$ cat src/rtl/ps2_pkg.sv
// ps2_pkg: shared constants, event format and frame-FSM encoding for the
// PS/2 key-stream front end.
//   PS2_PREFIX_EXT / PS2_PREFIX_BRK : prefix bytes folded into the next event
//   PS2_FRAME_BITS                  : start + 8 data + parity + stop
//   ps2_event_t                     : {ext, brk, code[7:0]}, 10 bits
//   ps2_frame_state_t               : IDLE / SHIFT / CHECK
package ps2_pkg;

    localparam logic [7:0] PS2_PREFIX_EXT = 8'hE0;
    localparam logic [7:0] PS2_PREFIX_BRK = 8'hF0;
    localparam int         PS2_FRAME_BITS = 11;
    localparam int         PS2_EVENT_W    = 10;

    typedef struct packed {
        logic       ext;
        logic       brk;
        logic [7:0] code;
    } ps2_event_t;

    typedef enum logic [1:0] {
        ST_IDLE  = 2'd0,
        ST_SHIFT = 2'd1,
        ST_CHECK = 2'd2
    } ps2_frame_state_t;

endpackage

$ cat src/rtl/ps2_event_fifo.sv
// ps2_event_fifo: synchronous first-word-fall-through FIFO.
//   clk, rst_n  : clock, async active-low reset
//   i_push      : write i_wr_data (accepted when not full, or when popping)
//   i_wr_data   : entry to write
//   i_pop       : remove head (ignored when empty)
//   o_rd_data   : head entry, valid whenever o_empty=0
//   o_full      : DEPTH entries held
//   o_empty     : no entries held
//   o_count     : occupancy, 0..DEPTH
module ps2_event_fifo #(
    parameter int DEPTH = 8,
    parameter int WIDTH = 10
) (
    input  logic                     clk,
    input  logic                     rst_n,
    input  logic                     i_push,
    input  logic [WIDTH-1:0]         i_wr_data,
    input  logic                     i_pop,
    output logic [WIDTH-1:0]         o_rd_data,
    output logic                     o_full,
    output logic                     o_empty,
    output logic [$clog2(DEPTH):0]   o_count
);

    localparam int AW = $clog2(DEPTH);

    logic [WIDTH-1:0] r_mem [DEPTH];
    logic [AW-1:0]    r_wr_ptr;
    logic [AW-1:0]    r_rd_ptr;
    logic [AW:0]      r_count;

    logic w_pop;
    logic w_push;

    assign o_full  = (r_count == (AW+1)'(DEPTH));
    assign o_empty = (r_count == '0);
    assign o_count = r_count;

    // When full, a simultaneous pop frees the head slot, which is exactly
    // where the write pointer sits, so the write is safe.
    assign w_pop  = i_pop && !o_empty;
    assign w_push = i_push && (!o_full || w_pop);

    // Memory is cleared on reset so the head outputs are never X while empty.
    always_ff @(posedge clk or negedge rst_n) begin
        if (!rst_n) begin
            for (int i = 0; i < DEPTH; i++) r_mem[i] <= '0;
            r_wr_ptr <= '0;
            r_rd_ptr <= '0;
            r_count  <= '0;
        end else begin
            if (w_push) begin
                r_mem[r_wr_ptr] <= i_wr_data;
                r_wr_ptr        <= r_wr_ptr + 1'b1;
            end
            if (w_pop) r_rd_ptr <= r_rd_ptr + 1'b1;
            if (w_push && !w_pop)      r_count <= r_count + 1'b1;
            else if (w_pop && !w_push) r_count <= r_count - 1'b1;
        end
    end

    assign o_rd_data = r_mem[r_rd_ptr];

endmodule

$ cat src/rtl/ps2_key_stream.sv
// ps2_key_stream: PS/2 keyboard front end producing a buffered key-event
// stream.
//   clk, rst_n   : system clock, async active-low reset
//   kclk, kdata  : raw PS/2 pins (asynchronous)
//   rd_en        : pop head event (ignored when key_valid=0)
//   key_valid    : event FIFO non-empty
//   key_code     : head scan code
//   key_release  : head event was F0-prefixed
//   key_extended : head event was E0-prefixed
//   parity_err   : one-cycle pulse, frame rejected
//   overflow     : one-cycle pulse, event dropped on full FIFO
//   fifo_count   : FIFO occupancy
//
// Frame FSM
//   state    | meaning
//   IDLE     | waiting for a start bit (falling kclk with kdata=0)
//   SHIFT    | collecting data, parity and stop bits; timer guards stalls
//   CHECK    | one cycle: validate frame, hand byte to prefix decoder
module ps2_key_stream
    import ps2_pkg::*;
#(
    parameter int TIMEOUT_CYCLES = 200000,
    parameter int FIFO_DEPTH     = 8
) (
    input  logic                          clk,
    input  logic                          rst_n,
    input  logic                          kclk,
    input  logic                          kdata,
    input  logic                          rd_en,
    output logic                          key_valid,
    output logic [7:0]                    key_code,
    output logic                          key_release,
    output logic                          key_extended,
    output logic                          parity_err,
    output logic                          overflow,
    output logic [$clog2(FIFO_DEPTH):0]   fifo_count
);

    localparam int              TW         = $clog2(TIMEOUT_CYCLES + 1);
    localparam logic [TW-1:0]   TMR_RELOAD = TW'(TIMEOUT_CYCLES - 1);
    localparam logic [3:0]      LAST_BIT   = 4'(PS2_FRAME_BITS - 2);

    logic r_kclk_s1, r_kclk_s2, r_kclk_prev;
    logic r_kdata_s1, r_kdata_s2;
    logic w_fall;

    ps2_frame_state_t r_state;
    logic [3:0]       r_bit_cnt;
    logic [9:0]       r_shift;
    logic [TW-1:0]    r_timer;
    logic             r_byte_vld;
    logic [7:0]       r_byte;
    logic             r_parity_err;

    logic             r_ext;
    logic             r_brk;
    logic             w_is_prefix;
    logic             w_push;
    ps2_event_t       w_push_ev;
    ps2_event_t       w_head;
    logic             w_fifo_full;
    logic             w_fifo_empty;
    logic             r_overflow;

    // Synchronisers idle high so reset cannot fake a falling edge.
    always_ff @(posedge clk or negedge rst_n) begin
        if (!rst_n) begin
            r_kclk_s1   <= 1'b1;
            r_kclk_s2   <= 1'b1;
            r_kclk_prev <= 1'b1;
            r_kdata_s1  <= 1'b1;
            r_kdata_s2  <= 1'b1;
        end else begin
            r_kclk_s1   <= kclk;
            r_kclk_s2   <= r_kclk_s1;
            r_kclk_prev <= r_kclk_s2;
            r_kdata_s1  <= kdata;
            r_kdata_s2  <= r_kdata_s1;
        end
    end

    assign w_fall = r_kclk_prev && !r_kclk_s2;

    // Bits enter at the top and move down, so after ten edges
    // r_shift = {stop, parity, data[7:0]}.
    always_ff @(posedge clk or negedge rst_n) begin
        if (!rst_n) begin
            r_state      <= ST_IDLE;
            r_bit_cnt    <= '0;
            r_shift      <= '0;
            r_timer      <= '0;
            r_byte_vld   <= 1'b0;
            r_byte       <= '0;
            r_parity_err <= 1'b0;
        end else begin
            r_byte_vld   <= 1'b0;
            r_parity_err <= 1'b0;
            case (r_state)
                ST_IDLE: begin
                    if (w_fall && !r_kdata_s2) begin
                        r_state   <= ST_SHIFT;
                        r_bit_cnt <= '0;
                        r_timer   <= TMR_RELOAD;
                    end
                end
                ST_SHIFT: begin
                    if (w_fall) begin
                        r_shift <= {r_kdata_s2, r_shift[9:1]};
                        r_timer <= TMR_RELOAD;
                        if (r_bit_cnt == LAST_BIT) r_state <= ST_CHECK;
                        else r_bit_cnt <= r_bit_cnt + 1'b1;
                    end else if (r_timer == '0) begin
                        r_state <= ST_IDLE;
                    end else begin
                        r_timer <= r_timer - 1'b1;
                    end
                end
                ST_CHECK: begin
                    if ((^r_shift[8:0]) && r_shift[9]) begin
                        r_byte_vld <= 1'b1;
                        r_byte     <= r_shift[7:0];
                    end else begin
                        r_parity_err <= 1'b1;
                    end
                    r_state <= ST_IDLE;
                end
                default: r_state <= ST_IDLE;
            endcase
        end
    end

    assign w_is_prefix = (r_byte == PS2_PREFIX_EXT) || (r_byte == PS2_PREFIX_BRK);
    assign w_push      = r_byte_vld && !w_is_prefix;
    assign w_push_ev   = '{ext: r_ext, brk: r_brk, code: r_byte};

    always_ff @(posedge clk or negedge rst_n) begin
        if (!rst_n) begin
            r_ext <= 1'b0;
            r_brk <= 1'b0;
        end else if (r_parity_err) begin
            r_ext <= 1'b0;
            r_brk <= 1'b0;
        end else if (r_byte_vld) begin
            if (r_byte == PS2_PREFIX_EXT) begin
                r_ext <= 1'b1;
            end else if (r_byte == PS2_PREFIX_BRK) begin
                r_brk <= 1'b1;
            end else begin
                r_ext <= 1'b0;
                r_brk <= 1'b0;
            end
        end
    end

    ps2_event_fifo #(
        .DEPTH (FIFO_DEPTH),
        .WIDTH (PS2_EVENT_W)
    ) u_fifo (
        .clk       (clk),
        .rst_n     (rst_n),
        .i_push    (w_push),
        .i_wr_data (w_push_ev),
        .i_pop     (rd_en),
        .o_rd_data (w_head),
        .o_full    (w_fifo_full),
        .o_empty   (w_fifo_empty),
        .o_count   (fifo_count)
    );

    always_ff @(posedge clk or negedge rst_n) begin
        if (!rst_n) r_overflow <= 1'b0;
        else        r_overflow <= w_push && w_fifo_full && !(rd_en && !w_fifo_empty);
    end

    assign key_valid    = !w_fifo_empty;
    assign key_code     = w_head.code;
    assign key_release  = w_head.brk;
    assign key_extended = w_head.ext;
    assign parity_err   = r_parity_err;
    assign overflow     = r_overflow;

endmodule
$ cat config.mk
export PLATFORM = sky130hd
export DESIGN_NAME = ps2_key_stream
export DESIGN_NICKNAME = d
export VERILOG_FILES = /design/src/rtl/ps2_pkg.sv /design/src/rtl/ps2_event_fifo.sv /design/src/rtl/ps2_key_stream.sv
export SDC_FILE = /design/constraint.sdc
export NUM_CORES = 1
export LEC_CHECK = 0
export BUFFER_PORTS_ARGS = -buffer_cell sky130_fd_sc_hd__buf_2
export CAP_MARGIN = 40
export CORE_MARGIN = 2
export CORE_UTILIZATION = 40
export DETAILED_ROUTE_END_ITERATION = 12
export GPL_TIMING_DRIVEN = 0
export HOLD_SLACK_MARGIN = 0.1
export PLACE_DENSITY_LB_ADDON = 0.2
export SLEW_MARGIN = 20
export SYNTH_ARGS = -nofsm -noshare
export SYNTH_HDL_FRONTEND = slang
export SYNTH_HIERARCHICAL = 1
export SYNTH_SLANG_ARGS = --single-unit
$ cat constraint.sdc
create_clock -name clk -period 3.61 [get_ports clk]
set_input_delay 0.5415 -clock clk [delete_from_list [all_inputs] [get_ports clk]]
set_output_delay 0.5415 -clock clk [all_outputs]
set_load 0.01 [all_outputs]
# Word-level counts from Yosys, hierarchy flattened
# Index checks and enable logic that the tools add are counted.
dict set report totals {
  word_cells 118
  inputBits 5
  regBits 142
}
dict set report classes {
  n_eq_ne 14
  n_bitwise 2
  reduce_logical 34
  add_sub_neg 6
  order_cmp 3
  n_mux 33
}
# operator n
set op_table {}
lappend op_table {{$bwmux 80} 1}
lappend op_table {{$mux 18} 3}
lappend op_table {{$pmux 18 s2} 1}
lappend op_table {{$bmux 10 s3} 1}
lappend op_table {{$demux 10 s3} 1}
lappend op_table {{$mux 10} 3}
lappend op_table {{$mux 4} 5}
lappend op_table {{$logic_not 18->1} 1}
lappend op_table {{$sub 18x1->18 const B} 1}
lappend op_table {{$eq 8x8->1 const B} 2}
lappend op_table {{$mux 1} 12}
lappend op_table {{$ne 3x3->1 const B} 4}
lappend op_table {{$logic_and 1x1->1} 11}
lappend op_table {{$reduce_xor 9->1} 1}
lappend op_table {{$add 4x1->4 const B} 2}
lappend op_table {{$eq 4x4->1 const B} 2}
lappend op_table {{$ge 4x4->1 const B} 2}
lappend op_table {{$mux 2} 4}
lappend op_table {{$ne 2x2->1 const B} 4}
lappend op_table {{$not 3->4} 2}
lappend op_table {{$pmux 4 s2} 1}
lappend op_table {{$reduce_and 2->1} 4}
lappend op_table {{$logic_not 1->1} 7}
lappend op_table {{$add 3x1->3 const B} 2}
lappend op_table {{other kinds (11)} 15}

# Depth between registers and ports, before layout
# Gate-level depths: netlist (run 1).
dict set report logic_depth {
  word_depth 9
  depth_mapped 12
  depth_no_buf 11
}

# By module
# Netlist (run 1), hierarchy kept.
# mod seq_area_each_um2 cells_per_inst n_inst area_each_um2
set by_module_without_submodules {}
lappend by_module_without_submodules {ps2_event_fifo 2252.2 263 1 4297.9}
lappend by_module_without_submodules {ps2_key_stream 1307.5 215 1 2437.3}

# Worst setup path before layout (run 1)
# No wires, ideal clock.
dict set report synth_timing {
  path_type {reg2reg}
  startpoint {register u_fifo.r_count[0], in the netlist u_fifo/o_count[0]}
  endpoint {register u_fifo.r_count[3], in the netlist u_fifo/o_count[3]}
  n_path_buf 1
  slack_ns 0.511
  stages_incl_launch_ff 11
  arrival_ns 2.968
  setup_ns 0.131
  period_less_slack_ns 3.099
  path_cell_list {dfrtp_1 -> or4b_4 -> buf_6 -> o21ai_0 -> inv_1 -> ha_1 -> inv_1 -> ha_1 -> or4_1 -> o211ai_1 -> o211ai_1}
}
dict set report synth_via {
  elab_chain_cells 8
}
# item line
set synth_rtl {}
lappend synth_rtl {{start, declared} ps2_event_fifo.sv:30} ;# logic [AW:0] r_count;
lappend synth_rtl {{start signal, assigned} ps2_event_fifo.sv:57} ;# if (w_push && !w_pop) r_count <= r_count + 1'b1;
lappend synth_rtl {{start signal, assigned} ps2_event_fifo.sv:58} ;# else if (w_pop && !w_push) r_count <= r_count - 1'b1;
lappend synth_rtl {{$logic_not 4->1} ps2_event_fifo.sv:36} ;# assign o_empty = (r_count == '0);
lappend synth_rtl {{$logic_not 1->1} ps2_event_fifo.sv:41} ;# assign w_pop = i_pop && !o_empty;
lappend synth_rtl {{$logic_and 1x1->1} ps2_event_fifo.sv:41}
lappend synth_rtl {{$logic_or 1x1->1 (*)} ps2_event_fifo.sv:42} ;# assign w_push = i_push && (!o_full || w_pop);
lappend synth_rtl {{$logic_and 1x1->1 (*)} ps2_event_fifo.sv:42}
lappend synth_rtl {{named net u_fifo.w_push} ps2_event_fifo.sv:33} ;# logic w_push;
lappend synth_rtl {{$logic_not 1->1} ps2_event_fifo.sv:58}
lappend synth_rtl {{$logic_and 1x1->1} ps2_event_fifo.sv:58}
lappend synth_rtl {{$reduce_bool 2->1 (no line)} n/a}
# The timed path passes the listed nets; every way through them passes the cells marked *. The select of a mux whose other input is x is not followed.
# A chain may end at the register's enable or synchronous reset.

# Worst setup path in the final report (run 1)
dict set report layout_timing {
  startpoint {register r_byte[2]}
  endpoint {register u_fifo.r_count[3], in the netlist u_fifo/o_count[3]}
}
dict set report layout_via {
  elab_chain_cells 8
}
# item line
set layout_rtl {}
lappend layout_rtl {{start, declared} ps2_key_stream.sv:52} ;# logic [7:0] r_byte;
lappend layout_rtl {{start signal, assigned} ps2_key_stream.sv:121} ;# r_byte <= r_shift[7:0];
lappend layout_rtl {{$eq 8x8->1} ps2_key_stream.sv:132} ;# assign w_is_prefix = (r_byte == PS2_PREFIX_EXT) || (r_byte == PS2_PREFIX_BRK);
lappend layout_rtl {{$logic_or 1x1->1 (*)} ps2_key_stream.sv:132}
lappend layout_rtl {{$logic_not 1->1 (*)} ps2_key_stream.sv:133} ;# assign w_push = r_byte_vld && !w_is_prefix;
lappend layout_rtl {{$logic_and 1x1->1 (*)} ps2_key_stream.sv:133}
lappend layout_rtl {{named net w_push} ps2_key_stream.sv:58} ;# logic w_push;
lappend layout_rtl {{$logic_and 1x1->1 (*)} ps2_event_fifo.sv:42}
lappend layout_rtl {{named net u_fifo.w_push} ps2_event_fifo.sv:33}
lappend layout_rtl {{$logic_not 1->1} ps2_event_fifo.sv:58}
lappend layout_rtl {{$logic_and 1x1->1} ps2_event_fifo.sv:58}
lappend layout_rtl {{$reduce_bool 2->1 (no line)} n/a}
# The timed path passes the listed nets; every way through them passes the cells marked *.

==> summary.md, run 1 <==
| Metric | Value |
|---|---|
| Period utilization | `0.9358` |
| Final hold violation count | `0` |
| Core Util, Final | `0.4729` |
| Post-Route WL | `13.25 mm` |
| Fmax | `0.2960 GHz` |
| H-tree levels | `4` |
| Asr flop ratio synth | `1.000` |
| Total grt overflow | `0` |
| Nets | `537` |
| Max Cap Viol | `0` |
| First-pass GRT wire length | `22.54 mm` |
| Data required, critical path | `3.89 ns` |
| Post-synthesis cell area | `6735 um2` |
| Syn nets | `492` |
| Via count | `4,034` |
| Clock skew | `0.006454 ns` |
| Remaining antenna violation count after routing | `0` |
| Share of cells above drive strength 1 | `0.4056` |
| Critical Path Sink Type | `flip-flop` |
| Via-per-instance ratio | `5.343` |
| DRC | `0` |
| IO Pins | `22` |
| Yosys top cell by area | `dfrtp_1` |
| Rel. slew slack | `0.4231` |
| Worst-path clk slew | `0.06 ns` |
| Worst skew pair latency | `0.41 ns` |
| GRT Overall Usage | `0.1616` |
| Final TNS setup | `0 ns` |
| WS Path Type | `reg2reg` |
| Clk root buf | `clkbuf_16` |
| Clock Tree Buf Depth | `2` |
| Area delta synth->final | `16.01%` |
| Synth warn | `6` |
| Status | `finished, final reports clean` |
| Final Instance Area | `7814 um2` |
| Hold Crit Class | `in2reg` |
| Placed Area | `7168 um2` |
| Critical Path Source Type | `flip-flop` |
| Final Critical Period | `3.378 ns` |
| CTS buffer count | `17` |
| DP HPWL | `8.637 mm` |
| CP max FO | `10` |
| Ant. Diodes | `0` |
| FP Rows | `47` |
| PwrDens | `604.8 nW/um2` |
| Initial drt markers | `223` |
| DIE WIDTH | `133.8 um` |
| Number of flops mapped to enable cells by yosys | `0` |
| Top post-synthesis cells by count | `dfrtp_1, mux2_2, mux4_2, nor2_1, inv_1` |
| Reg area | `3565 um2` |
| Sequential share of the synthesized area | `0.5285` |
| Number of fill cells in the layout | `1,472` |
| Count of different cell masters after synthesis | `53` |
| TritonCTS clock tree | `yes` |
| Finish-stage setup viols | `0` |
| Initial antenna violation count | `0` |
| Post-synthesis instance total | `478` |
| Worst EP arrival | `3.66 ns` |
| # port buffers | `21` |
| Initial core utilization | `0.4076` |
| Main synth FF type | `dfrtp_1` |
| Final Max Slew Viols | `0` |
| Synthesized flop and latch total | `142` |
| Setup bufs post-CTS | `0` |
| Largest net degree at the start of global routing | `102` |
| RSZ-0062 raised after global routing | `no` |
| Final GP Congestion | `0.7568` |
| Die Footprint | `17,890 um2` |
| Clk sinks | `142` |
| WL/cell | `17.55 um` |
| Die Y | `133.8 um` |
| Most frequent cell after synthesis | `dfrtp_1` |
| Synth top area share | `0.5090` |
| Vias in the first global route | `4,238` |
| Drt pass-1 iters | `4` |
| Worst-Margin Slew | `0.8654 ns` |
| Multi-input combinational cell area | `3067 um2` |
| Avg Cell Area, Syn | `14.09 um2` |
| VDD IR max | `385.2 uV` |
| Top cells by area, synth | `dfrtp_1, mux2_2, mux4_2` |
| Lkg Pwr | `3.539 nW` |
| Core ar. | `16,520 um2` |
[stage by stage]
step,power [mW],setup WS [ns],hold slack (ns),cells
2_1_floorplan,2.692,0.5112,0.2459,478
3_3_place_gp,2.959,-0.07813,0.3452,719
3_5_place_dp,2.997,0.04061,0.3472,722
4_1_cts,4.792,0.02218,0.2110,754
5_1_grt,4.991,0.005309,0.2141,755
6_report,4.726,0.2318,0.2264,755
[metal layers]
metal / track usage / routed length [um]
met1: 0.2096 / 6045
met2: 0.2752 / 6835
met3: 0.03767 / 279
met4: 0.03901 / 88
met5: 0 / 0
[placed cells by master (no fill, tap or decap), types with 5 or more instances in the layout]
cell type	count
dfstp_2	5
mux4_2	20
nor2_1	18
xor2_1	10
nor4_1	6
nand3_1	6
a21oi_1	9
buf_2	23
nand2_1	11
ha_1	8
clkbuf_1	11
nor3_1	11
nor2b_1	5
o31ai_1	5
mux2_2	111
or3_1	8
or4_1	6
dfrtp_1	133
clkbuf_16	17
inv_1	13
xnor2_1	10
o21ai_0	10
o211ai_1	9
[area by class of cell]
cell class                      instances  share of cell area
Multi-Input combinational cell        306              0.3925
Inverter                               13            0.006245
Clock buffer                           20             0.05973
Sequential cell                       142              0.4562
Clock inverter                         11             0.01793
Timing Repair Buffer                   26             0.02210
Tap cell                              220             0.03523
Buffer                                 17             0.01009
[path summary, 6_finish.rpt]
kind	start	to	slack [ns]	depth (start not counted)
min in group asynchronous	rst_n	u_fifo/o_count[2]	0.61	2
max reg2reg	r_byte[2]	u_fifo/o_count[3]	0.23	13
min	kclk	r_kclk_s1	0.23	1
max in group asynchronous	rst_n	r_byte[6]	2.17	3
max	r_byte[2]	u_fifo/o_count[3]	0.23	13
min reg2reg	r_kclk_s1	r_kclk_s2	0.35	0
[power breakdown]
part / internal (mW) / leakage [nW] / total, mW / switching [mW]
logic: 0.485 / 1.38 / 1.03 / 0.546
clock network: 1.13 / 0.290 / 1.77 / 0.641
registers: 1.74 / 1.87 / 1.92 / 0.179
[flip-flops by register name, indices dropped and copies added (netlist names), 2 cells and up]
| name | flops |
|---|---|
| r_shift | 10 |
| r_bit_cnt | 4 |
| r_timer | 18 |
| u_fifo/r_mem | 80 |
| u_fifo/r_rd_ptr | 3 |
| r_state | 2 |
| u_fifo/o_count | 4 |
| r_byte | 8 |
| u_fifo/r_wr_ptr | 3 |
[critical path: stages, from the launching register on]
cell and delay (ns):
dfrtp_2 0.47, nand4b_1 0.26, o41ai_4 0.29, buf_1 0.22
inv_1 0.05, buf_2 0.18, o21ai_1 0.20, inv_1 0.08
ha_1 0.26, inv_1 0.17, ha_1 0.31, or4_1 0.55
o211ai_1 0.11, o211ai_1 0.10
[cell families (layout without fill, tap and decap cells)]
| kind of cell | count (synthesis) | count (layout) | synth area share |
|---|---|---|---|
| fa+ha+maj | 9 | 9 | 0.01783 |
| simple gates | 90 | 90 | 0.07654 |
| compound gates | 54 | 54 | 0.07487 |
| buf+inv | 30 | 87 | 0.01895 |
| flops | 142 | 142 | 0.5285 |
| mux | 132 | 132 | 0.2539 |
| xor+xnor | 21 | 21 | 0.02935 |
[what timing repair did]
action,4_1_cts,5_1_grt
gates resized for setup,0,7
setup endpoints to repair,0,1
hold buffers,1,0
hold endpoints to repair,41,0
No activity file was read; power rests on OpenSTA's default activity.
==> inputs of run 2 (changes only) <==
--- a/config.mk
+++ b/config.mk
@@ -8,11 +8,12 @@
 export BUFFER_PORTS_ARGS = -buffer_cell sky130_fd_sc_hd__buf_2
 export CAP_MARGIN = 40
 export CORE_MARGIN = 2
-export CORE_UTILIZATION = 40
+export CORE_UTILIZATION = 62
 export DETAILED_ROUTE_END_ITERATION = 12
 export GPL_TIMING_DRIVEN = 0
 export HOLD_SLACK_MARGIN = 0.1
 export PLACE_DENSITY_LB_ADDON = 0.2
+export REMOVE_ABC_BUFFERS = 1
 export SLEW_MARGIN = 20
 export SYNTH_ARGS = -nofsm -noshare
 export SYNTH_HDL_FRONTEND = slang
==> summary.md, run 2 (synthesis gave the netlist of run 1 again) <==
| Metric | Value |
|---|---|
| Period utilization | `0.9339 (-0.001919)` |
| Max reg flops | `80 (unchanged)` |
| R2R Path Start | `r_byte[2]` |
| Max Cap Viol | `0 (unchanged)` |
| Hold EP | `r_kclk_s2` |
| Initial drt markers | `237 (+6.3%)` |
| Setup bufs post-CTS | `0 (unchanged)` |
| Largest regs | `u_fifo/r_mem x80, r_timer x18, r_shift x10` |
| Number of fill cells in the layout | `701 (-52%)` |
| Lkg Pwr | `3.535 nW (-0.11%)` |
| Nets | `523 (-2.6%)` |
| DRC | `0 (unchanged)` |
| Drt pass-1 iters | `4 (unchanged)` |
| CP max FO | `10 (unchanged)` |
| Core Util, Final | `0.7170 (+0.2441)` |
| Initial core utilization | `0.6296 (+0.2220)` |
| Reg area | `3561 um2 (-0.11%)` |
| Worst-Margin Slew | `0.8391 ns (-0.02634 ns)` |
| PwrDens | `618.4 nW/um2 (+2.2%)` |
| # port buffers | `21 (unchanged)` |
| Via count | `4,080 (+1.1%)` |
| H-tree levels | `4 (unchanged)` |
| Multi-input combinational cell area | `3060 um2 (-0.20%)` |
| CTS buffer count | `17 (unchanged)` |
| WL/cell | `19.68 um (+12%)` |
| Largest reg by FF count | `u_fifo/r_mem` |
| Rel. slew slack | `0.4395 (+0.01641)` |
| Vias in the first global route | `4,180 (-1.4%)` |
| DIE WIDTH | `108.2 um (-19%)` |
| Worst-path clk slew | `0.06 ns (about the same)` |
| Reg2reg end | `u_fifo/o_count[3]` |
| Initial antenna violation count | `0 (unchanged)` |
| Final Max Slew Viols | `0 (unchanged)` |
| Core ar. | `10,700 um2 (-35%)` |
| Most common cell after layout, fill and taps aside | `dfrtp_1` |
| Hold Path Depth | `0 (-1)` |
| Clk root buf | `clkbuf_8` |
| Pre-CTS setup slack | `0.2253 ns (+0.1847 ns)` |
| Final Critical Period | `3.371 ns (-0.006926 ns)` |
| Fin Hold WS | `0.3578 ns (+0.1314 ns)` |
| Largest net degree at the start of global routing | `91 (-11%)` |
| FF-to-FF setup slack | `0.24 ns (about the same)` |
| FP Rows | `38 (-19%)` |
| Clock Tree Buf Depth | `2 (unchanged)` |
| Final hold violation count | `0 (unchanged)` |
| Via-per-instance ratio | `6.163 (+15%)` |
| Commonest non-fill, non-tap cells in the layout | `dfrtp_1, mux2_2, buf_2` |
| WS Path Type | `reg2reg` |
| Critical Path Sink Type | `flip-flop` |
| Status | `finished, final reports clean` |
| Data required, critical path | `4.01 ns (+0.12 ns)` |
| Final GP Congestion | `0.7649 (+1.1%)` |
| DP HPWL | `8.213 mm (-4.9%)` |
| GRT Overall Usage | `0.2503 (+0.08863)` |
| Ant. Diodes | `0 (unchanged)` |
| VDD IR max | `544.6 uV (+41%)` |
| IO Pins | `22 (unchanged)` |
| Placed insts | `626 (-13%)` |
| Clk sinks | `142 (unchanged)` |
| Worst EP arrival | `3.77 ns (+0.11 ns)` |
| Clock skew | `0.006650 ns (+0.0001968 ns)` |
| Share of cells above drive strength 1 | `0.4042 (-0.001393)` |
| Critical Path Source Type | `flip-flop` |
| Final WS setup | `0.2387 ns (+0.006926 ns)` |
| Reg2Reg Depth | `12 (-1)` |
| Final TNS setup | `0 ns (unchanged)` |
| First-pass GRT wire length | `21.76 mm (-3.4%)` |
| Die Y | `108.2 um (-19%)` |
| Hold Crit Class | `reg2reg` |
| Fin cells | `662 (-12%)` |
| Total grt overflow | `0 (unchanged)` |
| Area delta synth->final | `13.88%` |
| Remaining antenna violation count after routing | `0 (unchanged)` |
| Worst skew pair latency | `0.53 ns (+0.12 ns)` |
| TritonCTS clock tree | `yes` |
| Worst Hold Launch | `r_kclk_s1` |
| Fmax | `0.2966 GHz (+0.21%)` |
| Die Footprint | `11,710 um2 (-35%)` |
| Post-Route WL | `13.03 mm (-1.7%)` |
| Finish-stage setup viols | `0 (unchanged)` |
run 2: worst max path at each step:
stage                      startpoint           endpoint  cells after the start  slack (ns)
finish                      r_byte[2]  u_fifo/o_count[3]                     12        0.24
floorplan           u_fifo/o_count[0]  u_fifo/o_count[3]                      9        0.52
global placement            r_byte[2]  u_fifo/o_count[3]                     11       -0.21
global route                r_byte[2]  u_fifo/o_count[3]                     12       -0.02
CTS                         r_byte[2]  u_fifo/o_count[3]                     12        0.19
detailed placement          r_byte[2]  u_fifo/o_count[3]                     12        0.23
run 2: layout make-up:
| class | count | area share |
|---|---|---|
| Clock inverter | 13 | 0.02545 |
| Sequential cell | 142 | 0.4643 |
| Multi-Input combinational cell | 306 | 0.3990 |
| Timing Repair Buffer | 29 | 0.02708 |
| Tap cell | 140 | 0.02284 |
| Clock buffer | 19 | 0.05498 |
| Inverter | 13 | 0.006362 |
run 2: metal layers:
layer  part of all wire  routed length (um)  up-vias  track usage
met3              0.039                 508       14      0.06148
met1               0.45                5881     2148       0.3494
met5                  0                   0        -            0
li1                   -                   -     1858            -
met2               0.50                6509       60       0.3899
met4             0.0097                 127        0      0.08333
run 2: metrics by stage:
| step | total power, mW | area [um2] |
|---|---|---|
| 2_1_floorplan | 2.660 | 6656 |
| 6_report | 4.743 | 7670 |
| 5_1_grt | 4.994 | 7670 |
| 3_3_place_gp | 2.888 | 6937 |
| 3_5_place_dp | 2.960 | 7008 |
| 4_1_cts | 4.794 | 7655 |
run 2: repair_timing:
item,4_1_cts,5_1_grt
gates resized for setup,0,2
setup endpoints to repair,0,1
hold buffers,3,0
endpoints found under the hold margin,54,0
run 2: report_power, final:
| group | switching, mW | leakage [nW] | internal [mW] |
|---|---|---|---|
| logic | 0.406 | 1.36 | 0.480 |
| registers | 0.304 | 1.88 | 1.74 |
| clock network | 0.628 | 0.301 | 1.18 |
run 2: worst max-delay path: stages, from the launching register on:
cell and delay (ns):
dfrtp_1 0.48, nand4b_1 0.26, o41ai_2 0.28, buf_2 0.22, inv_1 0.17, o21ai_1 0.21, inv_1 0.08, ha_1 0.27
inv_1 0.16, ha_1 0.31, or4_1 0.55, o211ai_1 0.14, o211ai_1 0.12
==> inputs of run 3 (changes only) <==
--- a/config.mk
+++ b/config.mk
@@ -5,11 +5,11 @@
 export SDC_FILE = /design/constraint.sdc
 export NUM_CORES = 1
 export LEC_CHECK = 0
-export BUFFER_PORTS_ARGS = -buffer_cell sky130_fd_sc_hd__buf_2
 export CAP_MARGIN = 40
 export CORE_MARGIN = 2
-export CORE_UTILIZATION = 62
+export CORE_UTILIZATION = 63
 export DETAILED_ROUTE_END_ITERATION = 12
+export DONT_BUFFER_PORTS = 1
 export GPL_TIMING_DRIVEN = 0
 export HOLD_SLACK_MARGIN = 0.1
 export PLACE_DENSITY_LB_ADDON = 0.2
==> summary.md, run 3 (synthesis gave the netlist of run 1 again) <==
| Metric | Value |
|---|---|
| Slowest CP cell | `or4b_4` |
| Crit path buffers/inverters | `2 (-2)` |
| Initial drt markers | `215 (-9.3%)` |
| Largest regs | `u_fifo/r_mem x80, r_timer x18, r_shift x10` |
| GRT Overall Usage | `0.2401 (-0.01011)` |
| H-tree levels | `4 (unchanged)` |
| R2R Path Start | `u_fifo/o_count[0]` |
| Worst EP arrival | `3.78 ns (about the same)` |
| DP HPWL | `7.840 mm (-4.5%)` |
| Commonest non-fill, non-tap cells in the layout | `dfrtp_1, mux2_2, mux4_2` |
| Worst skew pair latency | `0.53 ns (about the same)` |
| # port buffers | `0 (-100%)` |
| Total grt overflow | `0 (unchanged)` |
| Critical Path Sink Type | `flip-flop` |
| Initial core utilization | `0.6495 (+0.01990)` |
| Via-per-instance ratio | `6.189 (+0.41%)` |
| VDD IR max | `414.0 uV (-24%)` |
| Initial antenna violation count | `0 (unchanged)` |
| Fmax | `0.2952 GHz (-0.46%)` |
| Largest net degree at the start of global routing | `143 (+57%)` |
| IO Pins | `22 (unchanged)` |
| RSZ-0062 raised after global routing | `no` |
| TritonCTS clock tree | `yes` |
| Post-Route WL | `12.56 mm (-3.6%)` |
| Status | `finished with violations` |
| Max reg flops | `80 (unchanged)` |
| Remaining antenna violation count after routing | `0 (unchanged)` |
| Fin cells | `631 (-4.7%)` |
| Worst path cell trace | `or4b_4 > o21ai_0 > inv_1 > ha_1 > inv_1 > ha_1 > or4_1 > o211ai_1 > o211ai_1` |
| Max Cap Viol | `0 (unchanged)` |
| Reg2Reg Depth | `9 (-3)` |
| Final Max Slew Viols | `0 (unchanged)` |
| Rel. slew slack | `0.4393 (about the same)` |
| Clock skew | `0.005502 ns (-0.001149 ns)` |
| Die Footprint | `11,530 um2 (-1.5%)` |
| Via count | `3,905 (-4.3%)` |
| Placed insts | `599 (-4.3%)` |
| DIE WIDTH | `107.4 um (-0.77%)` |
| Final WS setup | `0.2229 ns (-0.01574 ns)` |
| Final hold violation count | `142 (+142)` |
| Clk sinks | `142 (unchanged)` |
| Share of cells above drive strength 1 | `0.3737 (-0.03048)` |
| Final GP Congestion | `0.7845 (+2.6%)` |
| DRC | `0 (unchanged)` |
| Pre-CTS setup slack | `-0.2448 ns (-0.4702 ns)` |
| WS Path Type | `reg2reg` |
| Clock Tree Buf Depth | `2 (unchanged)` |
| Setup bufs post-CTS | `0 (unchanged)` |
| Placed Area | `6855 um2 (-2.2%)` |
| Critical Path Source Type | `flip-flop` |
| Most common cell after layout, fill and taps aside | `dfrtp_1` |
| Tot Pwr | `4.484 mW (-5.5%)` |
| Largest reg by FF count | `u_fifo/r_mem` |
| Drt pass-1 iters | `4 (unchanged)` |
| Clk root buf | `clkbuf_8` |
| Final TNS setup | `0 ns (unchanged)` |
| Final Instance Area | `7456 um2 (-2.8%)` |
| Violated checks | `negative hold slack` |
| Data required, critical path | `4.01 ns (about the same)` |
| Lkg Pwr | `3.383 nW (-4.3%)` |
| Reg2reg end | `u_fifo/o_count[3]` |
| Hold Crit Class | `in2async` |
| CP max FO | `11 (+1)` |
| Number of fill cells in the layout | `691 (-1.4%)` |
| Max stage delay on crit path | `0.74 ns (+0.19 ns)` |
| Worst-path clk slew | `0.06 ns (about the same)` |
| Nets | `499 (-4.6%)` |
| Fin Hold WS | `-0.2893 ns (-0.6471 ns)` |
| Crit path max-delay family | `simple AND/OR/NAND/NOR gates` |
| Ant. Diodes | `0 (unchanged)` |
| Period utilization | `0.9382 (+0.004360)` |
| Vias in the first global route | `4,058 (-2.9%)` |
| FF-to-FF setup slack | `0.22 ns (-0.02 ns)` |
| Post-CTS Hold Buffers | `3 (unchanged)` |
| Core ar. | `10,370 um2 (-3.1%)` |
| Die Y | `107.4 um (-0.77%)` |
| Worst-Margin Slew | `0.8411 ns (+0.002047 ns)` |
| WL/cell | `19.91 um (+1.2%)` |
| First-pass GRT wire length | `20.91 mm (-3.9%)` |
| Area delta synth->final | `10.70%` |
| PwrDens | `601.4 nW/um2 (-2.8%)` |
| Finish-stage setup viols | `0 (unchanged)` |
| Core Util, Final | `0.7190 (+0.002032)` |
| FP Rows | `37 (-2.6%)` |
| Final Critical Period | `3.387 ns (+0.01574 ns)` |
| CTS buffer count | `17 (unchanged)` |
-- run 3: changes by cell type in the layout (fill, tap and decap cells not counted), moves of 2 or more --
cell	change
buf_2	-21
bufinv_16	-3
clkbuf_8	+3
clkinv_2	-2
clkinvlp_4	-2
-- run 3: timing repair --
item	CTS	global route
gates resized for setup	1	2
setup endpoints to repair	1	1
hold endpoints to repair	145	142
-- run 3: worst max path at each step --
stage | start | end | depth (start not counted)
finish | u_fifo/o_count[0] | u_fifo/o_count[3] | 9
global route | u_fifo/o_count[0] | u_fifo/o_count[3] | 9
CTS | r_byte[2] | u_fifo/o_count[3] | 11
detailed placement | r_byte[2] | u_fifo/o_count[3] | 11
global placement | r_byte[2] | u_fifo/o_count[3] | 11
floorplan | u_fifo/o_count[0] | u_fifo/o_count[3] | 9
-- run 3: area by class of cell --
| type | instances | area (um2) | area share |
|---|---|---|---|
| clock inverters | 7 | 88.84 | 0.01191 |
| multi-input cells | 306 | 3072 | 0.4120 |
| clock buffers | 22 | 462.9 | 0.06209 |
| inverters | 13 | 48.80 | 0.006545 |
| flip-flops and latches | 142 | 3561 | 0.4776 |
| well taps | 136 | 170.2 | 0.02282 |
| repair buffers | 5 | 52.55 | 0.007048 |
-- run 3: power by group --
part	total [mW]	switching, mW	internal (mW)
Clock	1.63	0.610	1.02
Combinational	0.800	0.346	0.454
Sequential	2.05	0.310	1.74
-- run 3: layer usage --
| layer | share of wire | up-vias | GRT usage |
|---|---|---|---|
| met5 | 0 | - | 0 |
| met4 | 0.018 | 0 | 0.09615 |
| met3 | 0.027 | 18 | 0.05206 |
| met2 | 0.51 | 52 | 0.3897 |
| met1 | 0.45 | 2022 | 0.3184 |
| li1 | - | 1813 | - |
